`src/rtl/bank_fill_dma.sv`:
```
// bank_fill_dma
// Streams a whole image from the image buffer into three line banks, one
// pixel per cycle. Image row r goes to bank (r mod 3) at bank row (r div 3).
// This lets the kernel-side reader find rows r-1, r and r+1 in three
// different banks.
//
// Ports:
//   clk, rst      clock; asynchronous active-high reset
//   start, abort  control (abort wins); busy, done status
//   src_*         image buffer read port (1-cycle read latency)
//   bank_*        shared write port to the three banks, one-hot bank_we
module bank_fill_dma #(
  parameter int COLS       = 256,   // power of two
  parameter int ROWS       = 384,   // 3*BANK_DEPTH
  parameter int BANK_DEPTH = 128,
  parameter int PIX_W      = 8,
  localparam int AW = $clog2(ROWS*COLS),
  localparam int CW = $clog2(COLS),
  localparam int RW = $clog2(ROWS),
  localparam int BW = $clog2(BANK_DEPTH)
) (
  input  logic             clk,
  input  logic             rst,
  input  logic             start,
  input  logic             abort,
  output logic             busy,
  output logic             done,
  input  logic             src_ready,
  output logic             src_re,
  output logic [AW-1:0]    src_addr,
  input  logic             src_rvalid,
  input  logic [PIX_W-1:0] src_rdata,
  output logic [2:0]       bank_we,
  output logic [BW-1:0]    bank_waddr,
  output logic [CW-1:0]    bank_wcol,
  output logic [PIX_W-1:0] bank_wdata
);

  localparam logic [CW-1:0] LAST_COL = CW'(COLS-1);
  localparam logic [RW-1:0] LAST_ROW = RW'(ROWS-1);

  typedef enum logic [1:0] {S_IDLE, S_RUN, S_DRAIN, S_DONE} state_t;

  state_t         state;
  logic [CW-1:0]  rd_col, wr_col;
  logic [RW-1:0]  rd_row, wr_row;
  logic [BW-1:0]  wr_bank_row;   // wr_row div 3, kept as a counter
  logic [2:0]     wr_sel;
  logic           outstanding;

  logic fill_go, active, kill, rd_fire, rd_last, wr_fire, wr_last;

  assign fill_go = (state == S_IDLE) & start & ~abort;
  assign active  = (state == S_RUN) | (state == S_DRAIN);
  // An abort drops whatever returns in its own cycle. The return in the
  // next cycle is also dropped, because the abort clears outstanding.
  assign kill    = abort & active;
  assign rd_fire = src_re;
  assign rd_last = rd_fire & (rd_row == LAST_ROW) & (rd_col == LAST_COL);
  assign wr_fire = src_rvalid & outstanding & ~kill;
  assign wr_last = wr_fire & (wr_row == LAST_ROW) & (wr_col == LAST_COL);

  assign src_re     = src_ready & (state == S_RUN);
  // Read counters are cleared outside a fill, so the address rests at 0.
  assign src_addr   = AW'({rd_row, rd_col});
  assign bank_we    = wr_sel & {3{wr_fire}};
  assign bank_waddr = wr_bank_row;
  assign bank_wcol  = wr_col;
  assign bank_wdata = src_rdata;

  always_ff @(posedge clk or posedge rst) begin
    if (rst) begin
      state <= S_IDLE;
      busy  <= 1'b0;
      done  <= 1'b0;
    end else begin
      case (state)
        S_IDLE: begin
          done <= 1'b0;
          if (fill_go) begin
            state <= S_RUN;
            busy  <= 1'b1;
          end
        end
        S_RUN: begin
          if (abort) begin
            state <= S_IDLE;
            busy  <= 1'b0;
          end else if (rd_last) begin
            state <= S_DRAIN;
          end
        end
        S_DRAIN: begin
          if (abort) begin
            state <= S_IDLE;
            busy  <= 1'b0;
          end else if (wr_last) begin
            state <= S_DONE;
            busy  <= 1'b0;
            done  <= 1'b1;
          end
        end
        S_DONE: begin
          state <= S_IDLE;
          done  <= 1'b0;
        end
        default: begin
          state <= S_IDLE;
          busy  <= 1'b0;
          done  <= 1'b0;
        end
      endcase
    end
  end

  // Single-deep tracker: with exactly one cycle of latency, a return is
  // ours only if the previous cycle issued an accepted read.
  always_ff @(posedge clk or posedge rst) begin
    if (rst) outstanding <= 1'b0;
    else     outstanding <= src_re & ~abort;
  end

  always_ff @(posedge clk or posedge rst) begin
    if (rst) begin
      rd_col <= '0;
      rd_row <= '0;
    end else if (fill_go || kill || rd_last) begin
      rd_col <= '0;
      rd_row <= '0;
    end else if (rd_fire) begin
      if (rd_col == LAST_COL) begin
        rd_col <= '0;
        rd_row <= rd_row + 1'b1;
      end else begin
        rd_col <= rd_col + 1'b1;
      end
    end
  end

  always_ff @(posedge clk or posedge rst) begin
    if (rst) begin
      wr_col      <= '0;
      wr_row      <= '0;
      wr_bank_row <= '0;
      wr_sel      <= 3'b001;
    end else if (fill_go || kill || wr_last) begin
      wr_col      <= '0;
      wr_row      <= '0;
      wr_bank_row <= '0;
      wr_sel      <= 3'b001;
    end else if (wr_fire) begin
      if (wr_col == LAST_COL) begin
        wr_col <= '0;
        wr_row <= wr_row + 1'b1;
        wr_sel <= {wr_sel[1:0], wr_sel[2]};
        // Bank row advances once every three image rows.
        if (wr_sel[2]) wr_bank_row <= wr_bank_row + 1'b1;
      end else begin
        wr_col <= wr_col + 1'b1;
      end
    end
  end

endmodule
```
`config.mk`:
```
export PLATFORM = sky130hd
export DESIGN_NAME = bank_fill_dma
export DESIGN_NICKNAME = d
export VERILOG_FILES = /design/src/rtl/bank_fill_dma.sv
export SDC_FILE = /design/constraint.sdc
export NUM_CORES = 1
export LEC_CHECK = 0
export BUFFER_PORTS_ARGS = -buffer_cell sky130_fd_sc_hd__buf_2
export CORE_MARGIN = 2
export CORE_UTILIZATION = 56
export CTS_BUF_LIST = sky130_fd_sc_hd__clkbuf_4 sky130_fd_sc_hd__clkbuf_8
export CTS_CLUSTER_DIAMETER = 200
export DETAILED_ROUTE_END_ITERATION = 10
export GPL_TIMING_DRIVEN = 0
export PLACE_DENSITY = 0.85
export SYNTH_ARGS = -nofsm -noshare
export SYNTH_HDL_FRONTEND = slang
export SYNTH_SLANG_ARGS = --single-unit
```
`constraint.sdc`:
```
create_clock -name clk -period 2.7 [get_ports clk]
set_input_delay 0 -clock clk [delete_from_list [all_inputs] [get_ports clk]]
set_output_delay 0 -clock clk [all_outputs]
set_load 0.03 [all_outputs]
```
==> flow_summary_export.csv, run 1 <==
group,metric,value,unit
die,die_w,74.3,um
drt,wl_per_cell,13.9,um
sta,hold_violations,0,
clocking,insertion_delay,0.31,ns
finish,diodes,0,
sta,final-setup-viol-count,0,
pwr,p_leak,1.61,nW
clocking,path_clk_slew,0.09,ns
yosys,ys_seq_area_share,44.3,%
yosys,synth_area,2770,um^2
grt,grt_start_max_net_pins,36,
finish,final_net_count,394,
sta,finalCritPeriodShare,94.8,%
placed_design,gp_congestion,0.855,
critical_path,critPathRequiredTime,2.90,ns
sta,rsz0062_at_grt,"false",
drt,dr.pass1.iters,4,
die,die-area,5520,um^2
sta,skew,0.00553,ns
drt,num_vias,2452,
pwr,powerDensity,627,nW/um^2
clocking,clockBufferDepth,2,
grt,grtUsageTotal,23.8,%
yosys,synth_top_area_share,43.4,%
die,io_pins,60,
finish,post-route-util,69.3,%
pwr,vdd_drop_max,0.000449,V
yosys,yosysWarnings,0,
worst_hold_path,min_path_type,"in2reg",
grt,first_global_vias,2190,
drt,viasPerCell,5.61,
job,maxCapViolCount,0,
yosys,syn_avg_cell_area,9.07,um^2
clocking,cts_tree,"built",
clocking,cts.sinks,49,
critical_path,cp.arrival,2.76,ns
die,rows,25,
drt,drc,0,
sta,worstMarginPinSlew,1.01,ns
drt,antenna_left,0,
finish,fillers,387,
placed_design,port_buffers,51,
critical_path,end_kind,"flop",
yosys,synth_flop_cell,"dfrtp_1",
finish,drive_gt1_share,22.4,%
yosys,async_flop_share,100,%
placed_design,hpwl,4.40,mm
die,core-area,4750,um^2
sta,hold-worst-slack,0.139,ns
grt,antenna_found_initial,0,
grt,grt_overflow,0,
clocking,cts-htree-levels,2,
clocking,cts_buffers,5,
clocking,clockRootBuffer,"clkbuf_8",
drt,drtIter0Drc,178,
grt,grt_pass1_wl,10.1,mm
status,status,"finished clean",
sta,max_freq,391,MHz
critical_path,crit_path_max_fanout,10,
sta,slew_headroom,32.3,%
sta,slew_violations,0,
yosys,synthCells,305,
critical_path,startpoint_type,"flop",
sta,setup_tns,0,ns
finish,syn2layout_area_growth,19.1,%
sta,finalCriticalPeriod,2.56,ns
drt,postRouteWirelength,6.10,mm
die,die_y,74.3,um
yosys,synth_edf_count,0,
yosys,synth_nets,330,
yosys,yosys.area.top_type,"dfrtp_1",
critical_path,critPathKind,"reg2reg",
yosys,synth_seq_cells,49,
yosys,synth_cell_types,49,
yosys,yosys-top-cells-area,"dfrtp_1 43%, ha_1 5.0%, nor2_1 4.7%, nand2_1 3.5%, nand3_1 3.3%",
die,start_util,58.2,%
-- layer usage --
| layer | track usage, % | vias to the layer above | wire (um) |
|---|---|---|---|
| li1 | - | 1196 | - |
| met1 | 32.5 | 1167 | 2750 |
| met2 | 38.4 | 81 | 2910 |
| met4 | 6.75 | 0 | 63 |
| met3 | 5.69 | 8 | 375 |
| met5 | 0 | - | 0 |
-- where the power goes --
group | internal, mW | switching [mW]
clock | 0.301 | 0.253
sequential | 0.792 | 0.0605
combinational | 0.216 | 0.443
-- sequential cells by signal (all words and copies together), names as in the netlist --
register,count
wr_row,9
wr_sel,3
bank_wcol,8
done,1
rd_col,8
bank_waddr,7
state,2
outstanding,1
busy,1
rd_row,9
-- stage by stage --
| stage | instance area, um^2 | total power, mW | setup slack (ns) | cells |
|---|---|---|---|---|
| 3_3_place_gp | 3110 | 1.47 | 0.0645 | 423 |
| 3_5_place_dp | 3130 | 1.49 | 0.00354 | 424 |
| 4_1_cts | 3270 | 2.05 | 0.0499 | 434 |
| 6_report | 3300 | 2.07 | 0.141 | 437 |
| 5_1_grt | 3300 | 2.18 | 0.0297 | 437 |
| 2_1_floorplan | 2770 | 1.31 | 0.308 | 305 |
-- path summary, 6_finish.rpt --
check,from,end,slack [ns],cells past startpoint
setup reg to reg,state[0]$_DFFE_PP0P_,done$_DFFE_PP0P_,0.14,8
min in group asynchronous,rst,rd_col[7]$_DFFE_PP0P_,0.19,3
hold / removal,abort,outstanding$_DFF_PP0_,0.14,3
setup / recovery,state[0]$_DFFE_PP0P_,done$_DFFE_PP0P_,0.14,8
hold reg to reg,done$_DFFE_PP0P_,done$_DFFE_PP0P_,0.51,1
max in group asynchronous,rst,wr_sel[0]$_DFFE_PP1P_,1.95,4
-- area by class of cell --
| cell class | count | area, um^2 | area share (%) |
|---|---|---|---|
| clock buffer | 6 | 82.6 | 2.51 |
| timing repair buffer | 57 | 318 | 9.64 |
| inverter | 18 | 67.6 | 2.05 |
| sequential | 49 | 1230 | 37.2 |
| tap | 67 | 83.8 | 2.54 |
| buffer | 14 | 91.3 | 2.77 |
| clock inverter | 2 | 37.5 | 1.14 |
| multi-input combinational | 224 | 1390 | 42.1 |
-- timing repair --
action	in CTS	in global routing
setup buffers	0	3
setup endpoints to repair	1	7
resized for setup	0	1
hold endpoints to repair	49	0
hold buffers	2	0
gates cloned	0	0
pin swaps	1	1
-- cell usage in the layout, fill, tap and decap left out, types with 2 or more instances in the layout --
cell type	count
inv_1	17
mux2_2	2
nor4_1	4
xor2_1	7
nor3_1	8
nand3_1	18
a21o_1	3
and2_1	4
ha_1	11
a31oi_1	2
nand2_1	26
o22ai_1	4
o21ai_1	2
nor2_1	35
mux2i_1	6
dfrtp_1	48
nand2b_1	2
buf_2	52
nand3b_1	2
clkbuf_1	4
o21ai_0	16
a21oi_1	16
or4_1	7
clkbuf_8	6
nor2b_1	3
xnor2_1	7
or3_1	3
a211oi_1	2
dlygate4sd3_1	2
nand4_1	6
buf_4	11
and3_1	10
-- critical path, stage by stage (launching register included) --
cell	delay [ns]
dfrtp_1	0.42
inv_1	0.11
ha_1	0.36
and2_4	0.18
or3_1	0.37
buf_6	0.15
o41a_1	0.40
nor2_1	0.11
mux2_2	0.34
-- synthesized netlist by cell type (all sizes together) (2+ instances only) --
| cell | count |
|---|---|
| and2 | 5 |
| nand2b | 2 |
| buf | 10 |
| clkbuf | 4 |
| nor3 | 9 |
| nor4 | 4 |
| mux2 | 2 |
| or4 | 7 |
| or3 | 4 |
| inv | 18 |
| a31oi | 3 |
| o22ai | 4 |
| o21ai | 18 |
| ha | 11 |
| nand3b | 2 |
| a211oi | 2 |
| mux2i | 6 |
| o31ai | 2 |
| nor2 | 35 |
| a21o | 3 |
| nand4 | 6 |
| xor2 | 7 |
| dfrtp | 48 |
| nor2b | 3 |
| xnor2 | 7 |
| nand3 | 18 |
| nand2 | 26 |
| and3 | 10 |
| a21oi | 16 |
-- logic make-up (layout without fill, tap and decap cells) --
family                   after synthesis  after routing  share of synthesized area (%)
AND/OR/NAND/NOR                      135            135                           24.8
buffers and inverters                 32             97                           5.74
flip-flops                            49             49                           44.3
AO/OA/AOI/OAI                         56             56                           12.7
adder cells (fa/ha/maj)               11             11                           4.97
multiplexers                           8              8                           2.98
XOR/XNOR                              14             14                           4.43
(Power assumes the default switching activity.)
==> run 2, diff against run 1 <==
Settings changed: BUFFER_PORTS_ARGS -buffer_cell sky130_fd_sc_hd__buf_2 to -buffer_cell sky130_fd_sc_hd__buf_4, CORE_UTILIZATION 56 to 42, PLACE_DENSITY 0.85 to 0.67.
==> run 2 against run 1 <==
- via count down 0.20%
- critical path depth is the same
- final cell count grew 2.3%
- combinational power is 4.6% higher
- clock power down 15%
- largest power group unchanged
- setup slack got worse by 0.0034 ns
- core utilization shrank 15 points
- sequential power increased by 0.5%
- maximum frequency shrank 0.13%
- die area grew 31%
==> flow_summary_export.csv, run 2 (synthesis results as in run 1) <==
group,metric,value,unit
sta,max_freq,390,MHz
critical_path,cp-endpoint,"done$_DFFE_PP0P_",
clocking,cts_tree,"built",
die,start_util,43.6,%
die,core-area,6350,um^2
placed_design,gp_congestion,0.805,
die,rows,29,
sta,rsz0062_at_grt,"false",
finish,final_common_cell,"buf_4",
finish,drive_gt1_share,23.0,%
grt,first_global_vias,2264,
drt,num_vias,2447,
grt,grtUsageTotal,18.1,%
sta,final-setup-viol-count,0,
finish,diodes,0,
grt,grt_start_max_net_pins,30,
sta,slew_headroom,36.1,%
critical_path,critPathRequiredTime,2.90,ns
grt,grt_pass1_wl,10.5,mm
job,maxCapViolCount,0,
critical_path,crit_slowest_cell,"dfrtp_1",
status,status,"finished clean",
finish,final_net_count,394,
sta,layout_setup_ws,0.138,ns
critical_path,critPathKind,"reg2reg",
clocking,clockBufferDepth,2,
drt,postRouteWirelength,6.25,mm
critical_path,reg2reg_depth,8,
finish,final_cell_mix,"62 x buf_4, 48 x dfrtp_1, 35 x nor2_1",
worst_hold_path,min_path_type,"in2reg",
finish,post-route-util,54.0,%
critical_path,r2r-end,"done$_DFFE_PP0P_",
drt,dr.pass1.iters,4,
sta,worstMarginPinSlew,0.952,ns
clocking,clockRootBuffer,"clkbuf_8",
sta,skew,0.00608,ns
die,die-area,7250,um^2
clocking,cts.sinks,49,
placed_design,port_buffers,51,
die,die_y,85.2,um
die,die_w,85.2,um
pwr,total_power,2.02,mW
clocking,cts_buffers,5,
critical_path,worstPathCellList,"inv_1, ha_1, and2_4, or3_1, buf_6, o41a_1, nor2_1, mux2_2",
clocking,path_clk_slew,0.09,ns
critical_path,crit_start,"state[0]$_DFFE_PP0P_",
drt,wl_per_cell,14.0,um
drt,drtIter0Drc,169,
pwr,vdd_drop_max,0.000424,V
clocking,cts-htree-levels,2,
critical_path,crit_path_max_fanout,10,
pwr,p_leak,1.62,nW
critical_path,startpoint_type,"flop",
clocking,insertion_delay,0.30,ns
critical_path,regToRegSetupSlack,0.14,ns
grt,antenna_found_initial,0,
critical_path,cp.arrival,2.76,ns
sta,finalCriticalPeriod,2.56,ns
pwr,powerDensity,589,nW/um^2
drt,antenna_left,0,
critical_path,r2r-start,"state[0]$_DFFE_PP0P_",
finish,syn2layout_area_growth,23.8,%
sta,hold_violations,0,
finish,top_regs,"rd_row: 9 flops, wr_row: 9 flops",
drt,drc,0,
placed_design,pre_cts_ws,-0.0305,ns
drt,viasPerCell,5.47,
sta,finalCritPeriodShare,94.9,%
grt,grt_overflow,0,
sta,slew_violations,0,
critical_path,cpPeakStageDelay,0.42,ns
critical_path,end_kind,"flop",
die,io_pins,60,
placed_design,hpwl,4.60,mm
-- run 2: per-stage QoR --
| stage | hold slack (ns) | std cells | setup TNS (ns) | instance area (um^2) |
|---|---|---|---|---|
| after global placement | 0.216 | 433 | 0 | 3250 |
| after detailed placement | 0.0533 | 434 | -0.0305 | 3270 |
| after CTS | 0.0885 | 444 | 0 | 3390 |
| after global routing | 0.102 | 447 | 0 | 3430 |
| after floorplan | 0.129 | 305 | 0 | 2770 |
| final | 0.101 | 447 | 0 | 3430 |
-- run 2: layout make-up --
type | instances | area [um^2]
clock inverter | 1 | 5.00
timing repair buffer | 57 | 445
buffer | 14 | 91.3
inverter | 18 | 67.6
sequential | 49 | 1230
fill | 596 | 2920
multi-input combinational | 224 | 1400
tap | 77 | 96.3
clock buffer | 7 | 96.3
-- run 2: worst max-delay path, delay by kind of cell, from the launching register on --
| kind | cells | cell delay, ns |
|---|---|---|
| flip-flops | 1 | 0.42 |
| multiplexers | 1 | 0.34 |
| AO/OA/AOI/OAI | 1 | 0.40 |
| buffers and inverters | 2 | 0.28 |
| AND/OR/NAND/NOR | 3 | 0.67 |
| adder cells (fa/ha/maj) | 1 | 0.35 |
-- run 2: what timing repair did --
action                     4_1_cts  5_1_grt
gates resized for setup          0        3
pin swaps                        1        1
hold buffers                     2        0
hold endpoints to repair        21        0
buffers inserted                 0        3
setup endpoints to repair        2        9
-- run 2: where the power goes --
part           internal, mW  switching (mW)
combinational         0.249           0.440
sequential            0.792          0.0641
clock                 0.232           0.242
total                  1.27           0.747
-- run 2: how the worst min path moves through the flow --
stage	startpoint	end	slack, ns	cells after the start
after floorplan	src_ready	outstanding$_DFF_PP0_	0.13	1
after global placement	src_rdata[2]	bank_wdata[2]	0.22	2
after detailed placement	rst	rd_col[7]$_DFFE_PP0P_	0.05	2
after CTS	abort	outstanding$_DFF_PP0_	0.09	3
after global routing	abort	outstanding$_DFF_PP0_	0.10	3
final	abort	outstanding$_DFF_PP0_	0.10	3
-- run 2: metal layers --
layer	global-route usage (%)	vias to the layer above	share of wire [%]
met2	28.3	60	47
li1	-	1197	-
met3	3.79	7	5.1
met1	24.3	1183	46
met4	7.79	0	1.7
met5	0	-	0
==> run 3, diff against run 2 <==
Settings changed: CELL_PAD_IN_SITES_DETAIL_PLACEMENT set to 0, CELL_PAD_IN_SITES_GLOBAL_PLACEMENT set to 2, CORE_UTILIZATION 42 to 34, PLACE_DENSITY 0.67 to 0.85.
==> run 3 against run 2 <==
- sequential share of layout area decreased by 0.29 points
- final cell count is 5.6% higher
- first-iteration DRC count fell by 51%
- combinational power is 3.0% higher
- critical endpoint unchanged
- largest cell class unchanged
==> flow_summary_export.csv, run 3 (synthesis results as in run 1) <==
group,metric,value,unit
critical_path,critPathRequiredTime,2.89,ns
grt,grt_start_max_net_pins,32,
sta,layout_setup_ws,0.155,ns
pwr,power_frac_seq,42.3,%
die,core-area,7810,um^2
drt,viasPerCell,5.03,
grt,grt_pass1_wl,11.0,mm
sta,max_freq,393,MHz
placed_design,port_buffers,51,
sta,slew_headroom,28.1,%
critical_path,cpPeakStageDelay,0.41,ns
critical_path,cp.arrival,2.74,ns
finish,design_area,3450,um^2
sta,slew_violations,0,
drt,dr.pass1.iters,4,
finish,top_regs,"rd_row: 9 flops, wr_row: 9 flops",
pwr,power.net_switching,0.756,mW
worst_hold_path,min_path_type,"in2reg",
sta,hold_violations,0,
drt,drc,0,
sta,final-setup-viol-count,0,
critical_path,startpoint_type,"flop",
die,io_pins,60,
placed_design,post_dp_cell_area,3300,um^2
sta,worstMarginPinSlew,1.07,ns
placed_design,hpwl,4.87,mm
pwr,combPwrFrac,35.1,%
die,die-area,8880,um^2
clocking,insertion_delay,0.30,ns
clocking,cts-htree-levels,2,
sta,finalCriticalPeriod,2.55,ns
critical_path,end_kind,"flop",
pwr,vdd_drop_max,0.000324,V
grt,first_global_vias,2211,
drt,drtIter0Drc,82,
grt,grtUsageTotal,15.6,%
pwr,clkPwrFrac,22.6,%
drt,postRouteWirelength,6.57,mm
job,maxCapViolCount,0,
status,status,"finished clean",
drt,num_vias,2375,
clocking,path_clk_slew,0.09,ns
die,start_util,35.4,%
die,die_w,94.2,um
placed_design,pre_cts_ws,-0.00132,ns
clocking,cts.sinks,49,
critical_path,worstPathCellList,"inv_1, ha_1, and2_4, or3_1, buf_6, o41a_1, nor2_1, mux2_2",
pwr,powerDensity,585,nW/um^2
clocking,clockRootBuffer,"clkbuf_8",
sta,finalCritPeriodShare,94.3,%
sta,rsz0062_at_grt,"false",
clocking,cts_tree,"built",
finish,final_common_cell,"buf_4",
pwr,p_int,1.26,mW
sta,setup_tns,0,ns
die,die_y,94.2,um
finish,drive_gt1_share,23.0,%
clocking,cts_buffers,5,
pwr,p_leak,1.61,nW
finish,fillers,772,
finish,syn2layout_area_growth,24.8,%
drt,wl_per_cell,13.9,um
placed_design,gp_congestion,0.767,
finish,diodes,0,
sta,skew,0.00616,ns
finish,final_cell_mix,"63 x buf_4, 48 x dfrtp_1, 35 x nor2_1",
grt,grt_overflow,0,
grt,antenna_found_initial,0,
drt,antenna_left,0,
clocking,clockBufferDepth,2,
critical_path,crit_path_max_fanout,10,
critical_path,crit_slowest_cell,"dfrtp_1",
critical_path,critPathKind,"reg2reg",
die,rows,32,
pwr,switching_share,37.4,%
finish,final_net_count,395,
-- run 3: changes by cell type in the layout (fill, tap and decap cells not counted), sizes merged --
cell / delta
buf: +1
clkinv: -1
-- run 3: per-stage QoR --
stage	hold slack (ns)	instances	utilization, %	power [mW]
6_report	0.101	472	44.2	2.02
3_3_place_gp	0.216	458	42.0	1.54
4_1_cts	0.0970	468	43.7	2.01
3_5_place_dp	0.0395	459	42.2	1.55
5_1_grt	0.117	472	44.2	2.16
2_1_floorplan	0.129	305	-	1.31
-- run 3: power groups by stage --
stage | clock network, mW | logic (mW) | registers [mW]
floorplan | 0 | 0.358 | 0.954
global placement | 0 | 0.667 | 0.871
detailed placement | 0 | 0.676 | 0.872
CTS | 0.469 | 0.679 | 0.858
global route | 0.506 | 0.789 | 0.868
finish | 0.455 | 0.710 | 0.854
-- run 3: routing by layer --
layer	GRT usage, %	vias up	part of all wire [%]
li1	-	1198	-
met1	22.3	1132	49
met2	24.8	40	47
met3	2.57	5	3.0
met4	3.62	0	1.0
met5	0	-	0
-- run 3: path summary, 6_finish.rpt --
path                                      start                         to  slack [ns]  cells after the start
min                                       abort      outstanding$_DFF_PP0_        0.10                      3
max                        state[1]$_DFFE_PP0P_           done$_DFFE_PP0P_        0.15                      8
max in group asynchronous                   rst      wr_sel[0]$_DFFE_PP1P_        1.85                      4
min reg2reg                    done$_DFFE_PP0P_           done$_DFFE_PP0P_        0.52                      1
max reg2reg                state[1]$_DFFE_PP0P_           done$_DFFE_PP0P_        0.15                      8
min in group asynchronous                   rst  bank_waddr[2]$_DFFE_PP0P_        0.26                      3
-- run 3: worst max-delay path: cells and delay by family, from the launching register on --
family | cells | cell delay [ns]
and+or+nand+nor | 3 | 0.67
DFF | 1 | 0.41
AOI/OAI and AO/OA | 1 | 0.40
adders and majority gates | 1 | 0.34
muxes | 1 | 0.34
buffers and inverters | 2 | 0.27
-- run 3: cell type report --
| class | instances | area, um^2 | area share, % |
|---|---|---|---|
| Multi-Input combinational cell | 224 | 1400 | 40.5 |
| Clock buffer | 7 | 90.1 | 2.61 |
| Sequential cell | 49 | 1230 | 35.5 |
| Buffer | 14 | 91.3 | 2.64 |
| Tap cell | 102 | 128 | 3.69 |
| Inverter | 18 | 67.6 | 1.96 |
| Timing Repair Buffer | 58 | 453 | 13.1 |
-- run 3: timing repair --
action                                 CTS  global route
buffers inserted                         0             4
hold buffers                             2             0
endpoints found under the hold margin   19             0
pin swaps                                1             1
setup endpoints to repair                1             8
resized for setup                        0             3
